===== src/rtl/gcd_ctrl.sv =====
// rtl/gcd_ctrl.sv - control FSM sequencing the subtractive GCD datapath
// Optional iteration watchdog: define GCD_CTRL_WATCHDOG_EN.
module gcd_ctrl #(
   parameter int unsigned          ITER_W   = 16,
   parameter logic [ITER_W-1:0]    MAX_ITER = {ITER_W{1'b1}}
) (
   input  logic              clk_i,
   input  logic              rst_i,
   input  logic              start_i,
   input  logic              op_valid_i,
   input  logic              gt_i,
   input  logic              lt_i,
   input  logic              eq_i,
   output logic              op_req_o,
   output logic              ldA_o,
   output logic              ldB_o,
   output logic              sel1_o,
   output logic              sel2_o,
   output logic              sel_in_o,
   output logic              busy_o,
   output logic              done_o,
   output logic              error_o,
   output logic [ITER_W-1:0] iter_count_o
);

   typedef enum logic [2:0] {
      S_IDLE   = 3'd0,
      S_LOAD_A = 3'd1,
      S_LOAD_B = 3'd2,
      S_RUN    = 3'd3,
      S_DONE   = 3'd4,
      S_ERR    = 3'd5
   } state_t;

   state_t              state_q, state_d;
   logic [ITER_W-1:0]   iter_q, iter_d;
   logic                busy_q, done_q, error_q;
   logic                wdog_hit;

`ifdef GCD_CTRL_WATCHDOG_EN
   assign wdog_hit = (iter_q == MAX_ITER);
`else
   logic unused_max_iter;
   assign unused_max_iter = ^MAX_ITER;
   assign wdog_hit        = 1'b0;
`endif

   always_comb begin
      state_d  = state_q;
      iter_d   = iter_q;
      op_req_o = 1'b0;
      ldA_o    = 1'b0;
      ldB_o    = 1'b0;
      sel1_o   = 1'b0;
      sel2_o   = 1'b0;
      sel_in_o = 1'b0;
      case (state_q)
         S_IDLE, S_DONE, S_ERR: begin
            if (start_i) begin
               state_d = S_LOAD_A;
               iter_d  = '0;
            end
         end
         S_LOAD_A: begin
            op_req_o = 1'b1;
            sel_in_o = 1'b1;
            ldA_o    = op_valid_i;
            if (op_valid_i) state_d = S_LOAD_B;
         end
         S_LOAD_B: begin
            op_req_o = 1'b1;
            sel_in_o = 1'b1;
            ldB_o    = op_valid_i;
            if (op_valid_i) state_d = S_RUN;
         end
         S_RUN: begin
            if (eq_i) begin
               state_d = S_DONE;
            end else if (wdog_hit) begin
               // Abort cycle: no load, count frozen at the limit that tripped.
               state_d = S_ERR;
            end else begin
               if (iter_q != '1) iter_d = iter_q + ITER_W'(1);
               if (gt_i) begin
                  sel2_o = 1'b1;
                  ldA_o  = 1'b1;
               end else if (lt_i) begin
                  sel1_o = 1'b1;
                  ldB_o  = 1'b1;
               end
            end
         end
         default: state_d = S_IDLE;
      endcase
   end

   always_ff @(posedge clk_i) begin
      if (rst_i) begin
         state_q <= S_IDLE;
         iter_q  <= '0;
         busy_q  <= 1'b0;
         done_q  <= 1'b0;
         error_q <= 1'b0;
      end else begin
         state_q <= state_d;
         iter_q  <= iter_d;
         busy_q  <= (state_d == S_LOAD_A) || (state_d == S_LOAD_B) || (state_d == S_RUN);
         done_q  <= (state_d == S_DONE);
         error_q <= (state_d == S_ERR);
      end
   end

   assign busy_o       = busy_q;
   assign done_o       = done_q;
   assign error_o      = error_q;
   assign iter_count_o = iter_q;

endmodule


===== config.mk =====
export PLATFORM = sky130hd
export DESIGN_NAME = gcd_ctrl
export DESIGN_NICKNAME = d
export VERILOG_FILES = /design/src/rtl/gcd_ctrl.sv
export SDC_FILE = /design/constraint.sdc
export NUM_CORES = 1
export LEC_CHECK = 0
export CORE_MARGIN = 8
export CORE_UTILIZATION = 35
export CTS_BUF_LIST = sky130_fd_sc_hd__clkbuf_8
export DETAILED_ROUTE_END_ITERATION = 7
export HOLD_SLACK_MARGIN = 0.08
export PLACE_DENSITY_LB_ADDON = 0.08
export SLEW_MARGIN = 20
export SYNTH_ARGS = -nofsm -noshare
export SYNTH_HDL_FRONTEND = slang
export SYNTH_SLANG_ARGS = --single-unit

===== constraint.sdc =====
create_clock -name clk_i -period 1.9 [get_ports clk_i]
set_clock_uncertainty 0.05 [all_clocks]
set_input_delay 0.475 -clock clk_i [delete_from_list [all_inputs] [get_ports clk_i]]
set_output_delay 0.475 -clock clk_i [all_outputs]
set_load 0.01 [all_outputs]

; ---- Word-level counts from Yosys, hierarchy flattened
; Cells that the tools add are included.
[totals]
regBits = 22
in_bits = 7
output_inout_bits = 25
word_cells = 46
[op_classes]
add_sub_neg = 1
eq_ne = 14
n_mux = 19
reduce_logical = 7
[ops]
columns = op, count
row1 = $mux 16, 3
row2 = $pmux 16 s2, 1
row3 = $add 16x1->16 const B, 1
row4 = $ne 16x16->1 const B, 1
row5 = $eq 3x2->1 const B, 4
row6 = $eq 3x3->1 const B, 4
row7 = $mux 3, 4
row8 = $pmux 3 s4, 1
row9 = $mux 1, 8
row10 = $eq 3x1->1 const B, 2
row11 = $ne 2x2->1 const B, 3
row12 = $pmux 1 s2, 2
row13 = $reduce_and 4->1, 1
row14 = $logic_not 3->1, 1
row15 = $reduce_or 3->1, 1
row16 = $logic_or 1x1->1, 2
row17 = $reduce_bool 2->1, 1
row18 = $reduce_or 2->1, 1

; ---- Longest topological paths before layout
; Gate-level depths: netlist of run 1.
[logic_depth]
word_depth = 6
ltp_mapped = 6
mapped_depth_nobuf = 5

; ---- Worst setup path after synthesis of run 1
; Ideal clock, no wire load.
[synth_path]
kind = input to output
from = input eq_i
to = output ldB_o
arrival_time_ps = 1315
t_required_ps = 1375
path_slack_ps = 60
stages = 4
n_path_buf = 1
cell_sequence = nor4bb_1 > buf_4 > and3b_1 > o21bai_1
[synth_via]
elab_chain_len = 2
[synth_rtl]
columns = element, line
row1 = start: declaration, 13  ; input logic eq_i,
row2 = $mux 1, 77  ; if (eq_i) begin
row3 = $pmux 1 s2, 57  ; case (state_q)
row4 = end: declaration, 16  ; output logic ldB_o,
; Every way passes these cells.

; ---- Worst setup path after layout of run 1
[layout_path]
from = register state_q[1]
to = output op_req_o
[layout_via]
elab_chain_len = 3
word_cells_on_any_way = 4
cone_classes = eq/ne (2) / mux (1) / reduce/logical (1)
[layout_rtl]
columns = element, line
row1 = start: declaration, 35  ; state_t state_q, state_d;
row2 = start signal: assignment, 105  ; state_q <= state_d;
row3 = $eq 3x2->1 or $eq 3x1->1 (tied branches), 57
row4 = $reduce_or 2->1 (no source line) (*), n/a
row5 = $mux 1 (*), 57
row6 = end: declaration, 14  ; output logic op_req_o,
; Every way passes the cells marked *; elsewhere a longest branch is shown, timed or not.

==> results of run 1 <==
## per-layer routing
| metal | track usage (%) | vias up |
|---|---|---|
| met2 | 20.2 | 23 |
| met4 | 3.26 | 0 |
| met3 | 2.96 | 2 |
| li1 | - | 634 |
| met1 | 16.0 | 596 |
| met5 | 0 | - |
## kinds of logic (layout without fill, tap and decap cells)
logic type / Yosys count / after routing
flops: 22 / 22
simple gates: 65 / 65
mux: 4 / 4
fa+ha+maj: 1 / 1
compound gates: 41 / 41
buf+inv: 11 / 55
## stage by stage
step / setup slack, ns / instances / cell area [um2]
floorplan: 0.0597 / 144 / 1190
global placement: -0.791 / 230 / 1640
detailed placement: -0.825 / 230 / 1640
CTS: -0.0313 / 234 / 1690
global route: -0.110 / 234 / 1700
finish: -0.0276 / 234 / 1700
## cell usage in the layout (no fill, tap or decap), types with 6 or more instances in the layout
cell	instances
sky130_fd_sc_hd__dfxtp_1	17
sky130_fd_sc_hd__buf_4	17
sky130_fd_sc_hd__nor2_1	6
sky130_fd_sc_hd__clkdlybuf4s50_1	24
sky130_fd_sc_hd__nand4_1	7
sky130_fd_sc_hd__nand2b_1	7
sky130_fd_sc_hd__a21oi_1	17
sky130_fd_sc_hd__or3_1	6
sky130_fd_sc_hd__nand2_1	11
sky130_fd_sc_hd__o21ai_0	9
## critical path: cells and delay by family, from the launching register on
kind | cells | cell delay, ns
buf+inv | 2 | 0.46
compound gates | 1 | 0.18
flops | 1 | 0.33
simple gates | 1 | 0.18
## final cells by class
cell class,instances,share of cell area [%]
Multi-Input combinational cell,111,41.8
Clock buffer,4,3.25
Timing Repair Buffer,48,24.5
Inverter,3,0.664
Tap cell,46,3.39
Sequential cell,22,26.3
## worst max path at each step
stage / to / depth (start not counted) / start / slack, ns
final: op_req_o / 4 / state_q[1]$_SDFF_PP0_ / -0.03
after global routing: ldB_o / 4 / state_q[1]$_SDFF_PP0_ / -0.11
after CTS: ldB_o / 4 / state_q[2]$_SDFF_PP0_ / -0.03
after detailed placement: ldB_o / 5 / eq_i / -0.83
after global placement: ldB_o / 5 / eq_i / -0.79
after floorplan: ldB_o / 4 / eq_i / 0.06
## state kept, by name (all words and copies together) (netlist names)
| register | cells |
|---|---|
| iter_count_o | 16 |
| state_q | 3 |
| done_o | 1 |
| busy_o | 1 |
| error_o | 1 |
## timing repair
item                       4_1_cts  5_1_grt
setup endpoints to repair       19        9
pin swaps                        3        2
gates resized for setup         23        4
hold endpoints to repair         0        0
## where the power goes
part,switching [mW],internal [mW]
sequential,0.00419,0.468
clock,0.150,0.184
combinational,0.0647,0.0660
total,0.219,0.718
==> run summary, run 1 <==
Ranked by total cell area, the synthesized netlist is headed by sky130_fd_sc_hd__dfxtp_1 37%, sky130_fd_sc_hd__a21oi_1 7.2%, sky130_fd_sc_hd__o21ai_0 3.8%, sky130_fd_sc_hd__nand2b_1 3.7%, sky130_fd_sc_hd__nand4_1 3.7%. The clock transition at the register clock pins on the worst setup and hold paths after CTS came out at 0.08 ns. The netlist uses 38 different library cells.

Setup violations remaining at the end of the flow were counted as 3. At the pin with the least slew margin, the transition time is 0.520 ns. The tool flagged a number of max-cap violations equal to 0. In this run the tool buffered the top-level ports with 31 buffer cells.

Of the post-synthesis cell area, the dominant cell type holds 37.1%. Combined global-route utilization of all metal layers: 12.4%. The floorplan step defined a core boundary enclosing 3280 um2. The die covers 5510 um2. The post-synthesis average cell area was 8.24 um2. The logs give 1,241 for the number of global-route vias before repair and 0 for the residual antenna-violating net count after detailed routing. Destination of the worst hold path: iter_count_o[11]$_SDFFE_PP0P_. Largest family of logic cells by synthesized area: simple AND/OR/NAND/NOR gates.

After layout, the minimum clock period comes to 1.93 ns. The first global-routing pass estimated 5570 um of wire. Highest routing layer actually used: met4. The power after layout was 0.937 mW; the maximum clock rate was 0.519 GHz. The summed instance area of the synthesized netlist came out at 1190 um2. The final reports fail on setup timing.

Traced cell by cell, the critical path runs through buf_4, nand2b_1, a21oi_1, dlygate4sd2_1. The maximum vdd ir drop is 0.000249 V, and the starting utilization of the core area is 36.1%. Largest fanout on the critical path: 13. CTS placed an instance of sky130_fd_sc_hd__clkbuf_8 at the clock tree root. The critical hold path startpoint was iter_count_o[11]$_SDFFE_PP0P_. The synthesized netlist devotes 21.0% of its cell area to compound gates. The share of the yosys chip area belonging to registers came out at 37.1%. The reg-to-reg setup timing slack was 0.15 ns. The congestion estimate from routability-driven global placement came to 0.843.

For this run, design rule violations remaining after detail routing come to 0. Pin placement for this block handled 32 I/O pins. Number of vias per cell after detailed routing: 5.36. The sink count of the clock tree was 22. After Yosys synthesis, full adders, half adders and majority gates account for 1.05% of the synthesized area. 0 antenna diodes ended up in the layout. At the end of the flow, the number of nets in the layout was 197.

The number of H-tree levels is 1, and the wire length per cell is 13.8 um. Among all stages on the critical path, the largest delay is contributed by sky130_fd_sc_hd__dfxtp_2. The count of final hold-check violations was 0. The run gives 65.1% as the worst slew margin relative to its limit. The sum of negative setup slack was -0.0725 ns. Sorting the synthesized cells by how often they occur yields 22 x sky130_fd_sc_hd__dfxtp_1, 17 x sky130_fd_sc_hd__a21oi_1, 11 x sky130_fd_sc_hd__nand2_1. After Yosys synthesis, XOR and XNOR cells account for 0% of the synthesized area.

The run gives 329 as the number of filler instances in the final layout. Detailed routing placed a total of 1470 um of wire on met2. The biggest area contributor in the post-synthesis netlist is sky130_fd_sc_hd__dfxtp_1. The critical path is of the reg -> out type.

The count of yosys warnings during synthesis was 0; the layout overhead on the synthesized area was 42.9%. In this run, synthesis produced a sequential element count of 22. The count of cells along the worst hold path came out at 2. The number of setup buffers added after CTS is 0, and the power density of the placed cells is 553 nW/um2.

Summing over every cut layer, the via total after detailed routing is 1,255. The share of synthesized flip-flops with an asynchronous set or reset is 0%. The run finished, with violations left. The run gives 447 um2 as the register area. Cells fill 51.6% of the core in the end. The logs give 166 um for the detailed-routed wire length on met3 and 709 um2 for the area of the multi-input gates. The cts-stage hold buffer count is 0, and the fraction of layout instances using a drive strength above 1 is 18.6%.

TritonCTS built the clock tree. Row generation in the floorplan step produced 21 rows. The chip width is 74.2 um. Total half-perimeter wirelength after legalization and detailed placement: 2500 um. For this block, wires on met1 add up to 1570 um. Of the post-synthesis cell area, the part taken by muxes is 3.38%.

Of the total synthesized cell area, the portion taken by AND, OR, NAND and NOR gates is 32.6%. The tools report the source of the worst register-to-register timing path as iter_count_o[0]$_SDFFE_PP0P_. The number of antenna violations at the first check in global routing came out at 0.

In this run the critical register-to-register path is captured at iter_count_o[9]$_SDFFE_PP0P_. The path category of the worst min-delay check was reg -> reg. By instance count, the leading cell after synthesis is sky130_fd_sc_hd__dfxtp_1. Data on the critical path is required at its endpoint by 1.37 ns. The cell leakage power is 0.613 nW. The logs give 0 for the total count of max-transition violations in the final report and 4 for the first-pass iteration count of the detailed router. Setup repair after global routing could not meet its margin everywhere. The run gives 3 as the number of CTS-inserted buffers.

The tools report the worst slack on hold paths as 0.451 ns. Synthesis handed over a netlist of 144 instances. In this design, the stage delay of the slowest critical-path cell is 0.33 ns.

The worst setup path is launched from a flip-flop. Summed over all layers, the routed wires come to 3230 um. STA classifies the critical path endpoint as an output pin. The floorplan step set the die height to 74.2 um.

Number of cells on the worst reg-to-reg path: 6. Counting every net in the synthesized netlist gives 152. The synthesized design contains 0 enable-type register cells.

The post-route worst setup slack was -0.0276 ns. In this run, the number of DRC markers left after iteration 0 of detailed routing was 61. Global routing finished with a remaining overflow of 0.

The pin count of the biggest net entering global routing came out at 14. Among all flip-flop cells after synthesis, the most frequent one is sky130_fd_sc_hd__dfxtp_1. At the later pin of the worst-skew pair, clock insertion delay measures 0.26 ns.

STA puts the critical path data arrival time at 1.40 ns. The clock passes through at most 2 buffers. After layout, the worst path uses 101% of the clock period.
(Power assumes the default switching activity.)
==> run 2: changes to the inputs <==
--- a/config.mk
+++ b/config.mk
@@ -11,7 +11,7 @@
 export DETAILED_ROUTE_END_ITERATION = 7
 export HOLD_SLACK_MARGIN = 0.08
 export PLACE_DENSITY_LB_ADDON = 0.08
-export SLEW_MARGIN = 20
+export SLEW_MARGIN = 0
 export SYNTH_ARGS = -nofsm -noshare
 export SYNTH_HDL_FRONTEND = slang
 export SYNTH_SLANG_ARGS = --single-unit
==> results of run 2 <==
Final layout, timing and power as in run 1 (identical DEF).
